File: src/rtl/masked_subbytes_seq_pkg.sv
// Shared constants, FSM encoding and byte-select helper for the masked SubBytes sequencer.
// Pure declarations: no latency, no flow control.
package masked_subbytes_seq_pkg;

    localparam int NBYTES           = 16;
    localparam int PRNG_W           = 46;
    localparam int SBOX_LAT_DEFAULT = 2;
    localparam int IDX_W            = 5;

    typedef enum logic [1:0] {
        ST_IDLE,
        ST_ISSUE,
        ST_DRAIN,
        ST_DONE
    } state_t;

    // Index comes from a counter only, so the mux select never depends on share data.
    function automatic logic [7:0] byte_sel(input logic [8*NBYTES-1:0] v, input logic [3:0] idx);
        return v[{idx, 3'b000} +: 8];
    endfunction

endpackage

File: src/rtl/sbox_tag_pipe.sv
// Valid-tag shift register tracking which S-box pipeline slots carry real bytes.
// Latency DEPTH cycles; no backpressure, shifts every cycle and clears on reset.
module sbox_tag_pipe #(
    parameter int DEPTH = 2
) (
    input  logic clk,
    input  logic rst,
    input  logic tag_in,
    output logic tag_out
);

    logic [DEPTH-1:0] pipe;

    always_ff @(posedge clk) begin
        if (rst) begin
            pipe <= '0;
        end else begin
            pipe[0] <= tag_in;
            for (int i = 1; i < DEPTH; i++) begin
                pipe[i] <= pipe[i-1];
            end
        end
    end

    assign tag_out = pipe[DEPTH-1];

endmodule

File: src/rtl/masked_subbytes_seq.sv
// Masked SubBytes sequencer: streams 16 byte-share pairs to an external S-box and reassembles its outputs.
// Latency 17+SBOX_LAT cycles accept-to-valid; rnd_valid low stalls issue, out_ready low holds the result.
module masked_subbytes_seq #(
    parameter int SBOX_LAT = masked_subbytes_seq_pkg::SBOX_LAT_DEFAULT,
    parameter int PRNG_W   = masked_subbytes_seq_pkg::PRNG_W
) (
    input  logic              clk,
    input  logic              rst,
    input  logic              in_valid,
    output logic              in_ready,
    input  logic [127:0]      in_sh0,
    input  logic [127:0]      in_sh1,
    input  logic              rnd_valid,
    output logic              rnd_ready,
    input  logic [PRNG_W-1:0] rnd,
    output logic [7:0]        sb_inp0,
    output logic [7:0]        sb_inp1,
    output logic [PRNG_W-1:0] sb_prng,
    input  logic [7:0]        sb_f0,
    input  logic [7:0]        sb_f1,
    output logic              out_valid,
    input  logic              out_ready,
    output logic [127:0]      out_sh0,
    output logic [127:0]      out_sh1
);

    import masked_subbytes_seq_pkg::*;

    localparam logic [IDX_W-1:0] LAST_IDX = IDX_W'(NBYTES - 1);
    localparam logic [IDX_W-1:0] FULL_IDX = IDX_W'(NBYTES);

    state_t           state, state_nxt;
    logic [IDX_W-1:0] issue_idx, col_idx;
    logic [127:0]     sh0_q, sh1_q;
    logic             accept, rnd_fire, tag_out, capture;

    assign accept   = (state == ST_IDLE) && in_valid;
    assign rnd_fire = (state == ST_ISSUE) && rnd_valid;
    assign capture  = tag_out && ((state == ST_ISSUE) || (state == ST_DRAIN));

    // Bubbles push a 0 tag so the S-box output for that slot is never captured.
    sbox_tag_pipe #(
        .DEPTH (SBOX_LAT)
    ) u_tag_pipe (
        .clk     (clk),
        .rst     (rst),
        .tag_in  (rnd_fire),
        .tag_out (tag_out)
    );

    always_ff @(posedge clk) begin
        if (rst) begin
            state <= ST_IDLE;
        end else begin
            state <= state_nxt;
        end
    end

    always_comb begin
        state_nxt = state;
        case (state)
            ST_IDLE:  if (in_valid) state_nxt = ST_ISSUE;
            ST_ISSUE: if (rnd_fire && (issue_idx == LAST_IDX)) state_nxt = ST_DRAIN;
            // Leave DRAIN on the edge that stores the last byte so out_valid is not delayed a cycle.
            ST_DRAIN: if ((col_idx == FULL_IDX) || (capture && (col_idx == LAST_IDX))) state_nxt = ST_DONE;
            ST_DONE:  if (out_ready) state_nxt = ST_IDLE;
            default:  state_nxt = ST_IDLE;
        endcase
    end

    always_comb begin
        in_ready  = (state == ST_IDLE);
        out_valid = (state == ST_DONE);
        rnd_ready = rnd_fire;
        sb_inp0   = '0;
        sb_inp1   = '0;
        sb_prng   = '0;
        if (rnd_fire) begin
            sb_inp0 = byte_sel(sh0_q, issue_idx[3:0]);
            sb_inp1 = byte_sel(sh1_q, issue_idx[3:0]);
            sb_prng = rnd;
        end
    end

    always_ff @(posedge clk) begin
        if (rst) begin
            issue_idx <= '0;
            col_idx   <= '0;
            sh0_q     <= '0;
            sh1_q     <= '0;
            out_sh0   <= '0;
            out_sh1   <= '0;
        end else begin
            if (accept) begin
                sh0_q     <= in_sh0;
                sh1_q     <= in_sh1;
                issue_idx <= '0;
                col_idx   <= '0;
            end
            if (rnd_fire) begin
                issue_idx <= issue_idx + 1'b1;
            end
            if (capture) begin
                out_sh0[{col_idx[3:0], 3'b000} +: 8] <= sb_f0;
                out_sh1[{col_idx[3:0], 3'b000} +: 8] <= sb_f1;
                col_idx <= col_idx + 1'b1;
            end
        end
    end

endmodule
File: config.mk
export PLATFORM = sky130hd
export DESIGN_NAME = masked_subbytes_seq
export DESIGN_NICKNAME = d
export VERILOG_FILES = /design/src/rtl/masked_subbytes_seq_pkg.sv /design/src/rtl/sbox_tag_pipe.sv /design/src/rtl/masked_subbytes_seq.sv
export SDC_FILE = /design/constraint.sdc
export NUM_CORES = 1
export LEC_CHECK = 0
export CAP_MARGIN = 25
export CORE_AREA = 2 2 335 171
export CTS_CLUSTER_DIAMETER = 50
export DETAILED_ROUTE_END_ITERATION = 10
export DIE_AREA = 0 0 337 173
export PLACE_DENSITY = 0.69
export SLEW_MARGIN = 20
export SYNTH_ARGS = -nofsm -noshare
export SYNTH_HDL_FRONTEND = slang
export SYNTH_SLANG_ARGS = --single-unit
File: constraint.sdc
create_clock -name clk -period 3 [get_ports clk]
set_clock_uncertainty 0.2 [all_clocks]
set_input_delay 0.9 -clock clk [delete_from_list [all_inputs] [get_ports clk]]
set_output_delay 0.9 -clock clk [all_outputs]
set_load 0.005 [all_outputs]
## Word-level counts from Yosys, hierarchy flattened

Index checks and enable logic that the tools add are counted.

| cells by class | value |
|---|---|
| $add $sub $neg | 3 |
| eq/ne operators | 10 |
| shifts and indexed selects | 5 |
| mux-type cells | 13 |
| reductions and logical operators | 11 |

Operator list:

| kind | count |
|---|---|
| bitwise mux 128 bit | 2 |
| indexed part select 128 x 8 -> 8 bit | 2 |
| indexed part select 8 x 9 -> 128 bit | 2 |
| variable shift 8 x 9 -> 128 bit (first input constant) | 1 |
| two-way mux 46 bit | 1 |
| two-way mux 8 bit | 2 |
| two-way mux 5 bit | 3 |
| adder 5 x 1 -> 5 bit (second input constant) | 2 |
| == test 5 x 4 -> 1 bit (second input constant) | 2 |
| negation 7 -> 9 bit | 1 |
| two-way mux 2 bit | 4 |
| one-hot mux 2 bit (4 select lines) | 1 |
| inequality test 2 x 1 -> 1 bit (second input constant) | 3 |
| == test 5 bit (second input constant) | 1 |
| logical AND 1 bit | 5 |
| == test 2 bit (second input constant) | 2 |
| AND reduction 4 bit | 1 |
| nonzero test 2 bit | 2 |
| == test 2 x 1 -> 1 bit (second input constant) | 1 |
| logical NOT 2 bit | 1 |
| logical OR 1 bit | 2 |
| inequality test 2 bit (second input constant) | 1 |

| word-level totals | value |
|---|---|
| register bits | 526 |
| logic and storage cells | 50 |

## Depth between registers and ports, before layout

Gate-level depths: netlist (run 1).

| depth | value |
|---|---|
| word-level depth | 7 |
| depth in mapped cells | 10 |
| depth with buffers taken out | 7 |

## By module

Synthesis (run 1) repeated with hierarchy kept, for this count alone.

| second synthesis, totals | value |
|---|---|
| cells, all modules | 2,530 |
| area, all modules | 22,041.1 um^2 |

Modules (own cells, without submodules):

| module | instances | cells each | area an instance (um^2) |
|---|---|---|---|
| masked_subbytes_seq | 1 | 2,526 | 21,988.6 |
| sbox_tag_pipe | 1 | 4 | 52.6 |

## Least setup slack after synthesis (run 1)

Ideal clock, no wire load.

| timing | value |
|---|---|
| path kind | input -> output |
| start point | in rnd_valid |
| end point | out sb_inp0[6] |
| arrival time | 1.778 ns |
| path slack | 0.122 ns |
| stages | 5 |
| buffers on the path | 2 |
| cell sequence | and3_1 -> clkbuf_1 -> clkbuf_1 -> nand4_1 -> o211ai_1 |

| on the way | value |
|---|---|
| cells in the longest elaborated chain, start to end | 2 |

RTL lines:

| item | RTL line | RTL |
|---|---|---|
| from (decl) | masked_subbytes_seq.sv:13 | `input logic rnd_valid,` |
| logical AND 1 bit | masked_subbytes_seq.sv:38 | `assign rnd_fire = (state == ST_ISSUE) && rnd_valid;` |
| two-way mux 8 bit | masked_subbytes_seq.sv:78 | `if (rnd_fire) begin` |
| to (decl) | masked_subbytes_seq.sv:16 | `output logic [7:0] sb_inp0,` |

No other way between the ends.

## Worst setup path after layout (run 1)

| timing | value |
|---|---|
| start point | reg issue_idx[0] |
| end point | out sb_inp1[5] |

| on the way | value |
|---|---|
| cells in the longest elaborated chain, start to end | 2 |

RTL lines:

| item | RTL line | RTL |
|---|---|---|
| from (decl) | masked_subbytes_seq.sv:33 | `logic [IDX_W-1:0] issue_idx, col_idx;` |
| from (signal assigned) | masked_subbytes_seq.sv:101 | `issue_idx <= issue_idx + 1'b1;` |
| indexed part select 128 x 8 -> 8 bit | masked_subbytes_seq_pkg.sv:19 | `return v[{idx, 3'b000} +: 8];` |
| two-way mux 8 bit | masked_subbytes_seq.sv:78 |  |
| to (decl) | masked_subbytes_seq.sv:17 | `output logic [7:0] sb_inp1,` |

No other way between the ends.

==> results of run 1 <==
## Yosys cell counts, drive strengths merged, types with 2 or more instances
master   number  area, um2
a22oi         3       22.5
nor2b         4       25.0
xor2          2       17.5
nor2         72        290
mux2i       160       1600
o21ai        63        323
buf          53        273
nor3b         3       32.5
dfxtp       526      10500
a31oi         3       25.0
a21bo         2       20.0
nor3          9       50.1
inv          11       41.3
a21oi       360       1800
a32oi         8       70.1
and3         52        325
nand4        67        425
nand2       583       2190
clkbuf      183        687
and2          4       27.5
o211ai        8       60.1
o2bb2ai       6       52.6
mux4         56       1260
nand2b       94        588
o22ai         7       43.8
a32o          7       70.1
nand3        57        290
a211oi        2       27.5
a21boi        2       15.0
nand3b       13       97.6
o31ai        49        373
ha           11        138
and3b         2       17.5
## state kept, by name (all words and copies together), names as in the netlist
name / flops
out_sh1: 128
issue_idx: 5
state: 2
sh0_q: 128
out_sh0: 128
sh1_q: 128
u_tag_pipe.pipe: 2
col_idx: 5
## stage by stage
stage / power, mW / setup slack [ns] / hold slack [ns]
floorplan: 10.4 / 0.122 / 0.214
finish: 19.1 / -0.423 / 0.241
global route: 20.0 / -0.517 / 0.267
detailed placement: 12.2 / -0.925 / 0.220
CTS: 19.2 / -0.480 / 0.235
global placement: 12.1 / -0.910 / 0.223
## per-layer routing
layer | wire length, um | global-route usage, % | vias up
li1 | - | - | 9834
met1 | 34700 | 34.7 | 10263
met2 | 41600 | 46.8 | 647
met3 | 4150 | 4.25 | 176
met4 | 3550 | 11.9 | 0
met5 | 0 | 0 | -
## cell families (layout without fill, tap and decap cells)
logic type,Yosys count,in the layout,synth area share [%]
fa+ha+maj,11,11,0.627
other cells,0,11,0
xor+xnor,3,3,0.154
simple gates,967,967,20.2
flops,526,526,47.9
buf+inv,247,877,4.56
compound gates,526,526,13.5
mux,216,216,13.0
## area by class of cell
cell class / instances / area (um2) / area share [%]
Clock inverter: 14 / 156 / 0.495
Clock buffer: 71 / 1450 / 4.60
Inverter: 11 / 41.3 / 0.131
Sequential cell: 526 / 10500 / 33.4
Tap cell: 756 / 946 / 3.00
Multi-Input combinational cell: 1723 / 10600 / 33.7
Timing Repair Buffer: 781 / 7770 / 24.6
Antenna cell: 11 / 27.5 / 0.0872
## timing repair
item	in CTS	in global routing
cloned	8	1
gates resized for setup	242	68
hold buffers	0	0
pin swaps	15	14
endpoints found under the setup margin	64	43
hold endpoints to repair	0	0
setup buffers	24	6
## worst max-delay path, cell delays in order, from the launching register on
cell and delay [ns]:
dfxtp_4 0.43, buf_4 0.14, buf_12 0.16, buf_4 0.13, mux4_2 0.49, nand2_1 0.08
o211ai_1 0.12, buf_2 0.16
## how the worst max path moves through the flow
stage	from	endpoint
floorplan	rnd_valid	sb_inp0[6]
global placement	rnd_valid	sb_inp1[5]
detailed placement	rnd_valid	sb_inp1[3]
CTS	issue_idx[0]	sb_inp1[3]
global route	issue_idx[0]	sb_inp1[5]
finish	issue_idx[0]	sb_inp1[5]
## power groups by stage
stage                     logic, mW  clock network [mW]  registers (mW)
after global placement         4.04                   0            8.09
after detailed placement       4.11                   0            8.12
after floorplan                2.39                   0            8.00
final                          4.72                6.40            7.99
after CTS                      4.74                6.47            7.98
after global routing           5.11                6.80            8.05
==> results_dict.tcl, run 1 <==
set metrics [dict create \
    drv_slew 0 \
    synthArstFlopShare_pct 0 \
    setup_violations 25 \
    synth_cells 2496 \
    hold_depth 1 \
    cts.reportedPaths.clkPinSlew_ns 0.07 \
    hold_viol 0 \
    worst_r2r_path_depth 8 \
    cp.arrival_ns 2.32 \
    r2r-end "state[0]" \
    p_int_mw 13.4 \
    cts_tree "yes" \
    cts.sinks 526 \
    fin_crit_ns 3.42 \
    gp_congestion 0.991 \
    grt_pass1_wl_mm 124 \
    synth-seq-area-share_pct 47.9 \
    dieWidth_um 337 \
    hold_start "u_tag_pipe.pipe[0]" \
    critPathKind "flip-flop to output pin" \
    combPwrFrac_pct 24.7 \
    ys.flop_type "dfxtp_1" \
    final_cells 3893 \
    grt.overflow.total 0 \
    cp-start-kind "flip-flop" \
    nNetsFinal 3426 \
    crit_fanout 15 \
    num_rows 61 \
    clockBufferDepth 3 \
    ir_drop_v 0.000354 \
    drt-total-wl_mm 83.9 \
    setup_tns_ns -6.30 \
    hold_class "flip-flop to flip-flop" \
    reg2reg_slack_ns 0.27 \
    yosys_warnings 0 \
    ys_ff_latch 526 \
    power_density_mw_per_mm2 605 \
    dr.pass1.iters 6 \
    min_period_over_period_pct 114 \
    maxCapViolations 0 \
    clockRootBuffer "clkbuf_16" \
    final_cell_mix "580 x nand2_1, 569 x clkdlybuf4s50_1, 521 x dfxtp_1" \
    status "finished, violations left" \
    pwr-share-clk_pct 33.5 \
    design_area_mm2 0.0316 \
    max_clock_freq_mhz 292 \
    post_dp_cell_area_mm2 0.0295 \
    syn_to_final_growth_pct 43.8 \
    violations "negative setup slack" \
    track_usage_pct 27.5 \
    grt_max_degree 151 \
    fin_util_pct 57.2 \
    switchingPower_mw 5.69 \
    numPlacedInstances 3768 \
    worstReg2RegStart "issue_idx[1]" \
    grt_pass1_vias 19796 \
    core-area_mm2 0.0552 \
    drtIter0Drc 1623 \
    vias 20920 \
    ios 644 \
    hpwl_mm 57.9 \
    fin_ws_ns -0.423 \
    end_kind "output pin" \
    p_seq_share_pct 41.8 \
    sw_frac_of_total_pct 29.7 \
    critical_path_required_ns 1.90 \
    viasPerCell 5.37 \
    p_leak_nw 11.8 \
    syn_nets 2830 \
    drcViolationCount 0 \
    dieArea_mm2 0.0583 \
    max_slew_margin_pct 45.0 \
    drive_gt1_share_pct 12.4 \
    rsz0062_at_grt "yes" \
    cts_htree_levels 2 \
    cts_buffers 49 \
    die_h_um 173 \
    insertion_delay_ns 0.59 \
    fillers 4887 \
    antenna_left 0 \
    min_to "u_tag_pipe.pipe[1]" \
    start_util_pct 39.8 \
    synth_edf_count 0 \
    port_buffers 643 \
    ys_types 63 \
    syn_area_per_cell_um2 8.80 \
    worst_pin_slew_ns 0.822 \
    drt-wirelength-per-cell_um 21.6 \
    antenna_found_initial 13 \
    final_common_cell "nand2_1" \
    synth_area_mm2 0.0220 \
]
Note: power is estimated with default switching activity, not from simulation.
==> run 2, diff against run 1 <==
--- a/config.mk
+++ b/config.mk
@@ -6,11 +6,11 @@
 export NUM_CORES = 1
 export LEC_CHECK = 0
 export CAP_MARGIN = 25
-export CORE_AREA = 2 2 335 171
+export CORE_AREA = 8 8 312 163
 export CTS_CLUSTER_DIAMETER = 50
 export DETAILED_ROUTE_END_ITERATION = 10
-export DIE_AREA = 0 0 337 173
-export PLACE_DENSITY = 0.69
+export DIE_AREA = 0 0 320 171
+export PLACE_DENSITY = 0.8
 export SLEW_MARGIN = 20
 export SYNTH_ARGS = -nofsm -noshare
 export SYNTH_HDL_FRONTEND = slang
==> run 2 against run 1 <==
Against the previous run: the flow still finishes with violations (negative setup slack); final cell count is 3.5% lower; combinational power increased by 4.9%; utilization up 11 points; largest cell class unchanged.
==> results_dict.tcl, run 2 (synthesized netlist as in run 1, its figures left out) <==
set metrics [dict create \
    status "finished, violations left" \
    violations "negative setup slack" \
    insertion_delay_ns 0.57 \
    max_clock_freq_mhz 288 \
    design_area_mm2 0.0317 \
    critPathKind "flip-flop to output pin" \
    fin_util_pct 68.5 \
    cts.sinks 526 \
    dp_slack_ns -0.946 \
    grt.overflow.total 0 \
    hold_depth 1 \
    dieArea_mm2 0.0547 \
    switchingPower_mw 5.90 \
    drive_gt1_share_pct 12.8 \
    power_density_mw_per_mm2 629 \
    cts_htree_levels 2 \
    end_kind "output pin" \
    final_cell_mix "580 x nand2_1, 577 x clkdlybuf4s50_1, 521 x dfxtp_1" \
    critical-path-max-stage-delay_ns 0.49 \
    drt-wirelength-per-cell_um 24.3 \
    clockBufferDepth 3 \
    setup_violations 21 \
    drv_slew 0 \
    core-area_mm2 0.0462 \
    antenna_found_initial 18 \
    fin_crit_ns 3.47 \
    hold_start "u_tag_pipe.pipe[0]" \
    cp.arrival_ns 2.37 \
    antenna_left 0 \
    hpwl_mm 66.2 \
    viasPerCell 5.84 \
    path_cells "buf_12 > buf_6 > buf_8 > mux4_2 > mux2i_1 > buf_4 > o22ai_2 > buf_2" \
    drt-total-wl_mm 91.4 \
    ios 644 \
    fillers 3559 \
    gp_congestion 0.988 \
    max_slew_margin_pct 46.1 \
    crit_slowest_cell "mux4_2" \
    reg2reg_slack_ns 0.22 \
    cts_buffers 48 \
    die_h_um 171 \
    dieWidth_um 320 \
    worst_r2r_path_depth 6 \
    postCtsHoldBufs 0 \
    min_to "u_tag_pipe.pipe[1]" \
    seqCellArea_mm2 0.0105 \
    grt_pass1_wl_mm 133 \
    setup_tns_ns -6.78 \
    syn_to_final_growth_pct 44.3 \
    maxCapViolations 0 \
    crit_family "buffers and inverters" \
    drtIter0Drc 2644 \
    p_seq_share_pct 40.2 \
    crit_buf_inv 5 \
    track_usage_pct 31.0 \
    hold_slack_ns 0.245 \
    drcViolationCount 0 \
    min_period_over_period_pct 116 \
    ir_drop_v 0.000590 \
    vias 21949 \
    worst_pin_slew_ns 0.805 \
    post_dp_cell_area_mm2 0.0293 \
    hold_viol 0 \
    start_util_pct 47.5 \
    pwr-share-clk_pct 34.9 \
    crit_fanout 7 \
    final_common_cell "nand2_1" \
    cp-start-kind "flip-flop" \
    p_leak_nw 11.9 \
    p_int_mw 14.0 \
    nNetsFinal 3429 \
    grt_pass1_vias 21152 \
    rsz0062_at_grt "yes" \
    cp.depth 8 \
    r2r-end "out_sh0[125]" \
    clockRootBuffer "clkbuf_16" \
    num_rows 56 \
    dr.pass1.iters 6 \
    grt_max_degree 126 \
    numPlacedInstances 3618 \
    hold_class "flip-flop to flip-flop" \
    final_cells 3757 \
    sw_frac_of_total_pct 29.6 \
    critical_path_required_ns 1.90 \
    cts_tree "yes" \
    worstReg2RegStart "col_idx[1]" \
    combPwrFrac_pct 24.9 \
    fin_ws_ns -0.470 \
    cts.reportedPaths.clkPinSlew_ns 0.07 \
    power_mw 19.9 \
    multiInputGateArea_mm2 0.0106 \
    port_buffers 643 \
]
[run 2: final cells by class]
class / count / share of cell area (%)
clock inverters: 24 / 1.36
clock buffers: 63 / 4.25
diodes: 16 / 0.126
inverters: 11 / 0.130
well taps: 609 / 2.40
multi-input cells: 1723 / 33.4
flip-flops and latches: 526 / 33.3
repair buffers: 785 / 25.1
[run 2: timing repair]
item / 4_1_cts / 5_1_grt
buffers inserted: 25 / 3
endpoints found under the setup margin: 64 / 50
pin swaps: 14 / 13
gates cloned: 9 / 3
resized for setup: 263 / 71
endpoints found under the hold margin: 0 / 0
[run 2: how the worst max path moves through the flow]
stage,start,to
5_1_grt,issue_idx[0],sb_inp1[7]
2_1_floorplan,rnd_valid,sb_inp0[6]
3_5_place_dp,rnd_valid,sb_inp0[6]
6_report,issue_idx[0],sb_inp1[6]
4_1_cts,issue_idx[0],sb_inp0[7]
3_3_place_gp,rnd_valid,sb_inp0[3]
[run 2: power groups by stage]
stage	Combinational, mW	Sequential [mW]	Clock [mW]
2_1_floorplan	2.39	8.00	0
3_3_place_gp	4.15	8.10	0
3_5_place_dp	4.26	8.15	0
4_1_cts	4.79	7.99	7.04
5_1_grt	5.28	8.07	7.35
6_report	4.95	8.02	6.97
[run 2: layer usage]
layer | routed length [um] | global-route usage, % | share of wire [%] | vias up
li1 | - | - | - | 9834
met1 | 36700 | 40.6 | 40 | 10711
met5 | 0 | 0 | 0 | -
met3 | 8860 | 7.90 | 9.7 | 227
met4 | 3960 | 12.8 | 4.3 | 0
met2 | 41900 | 48.9 | 46 | 1177
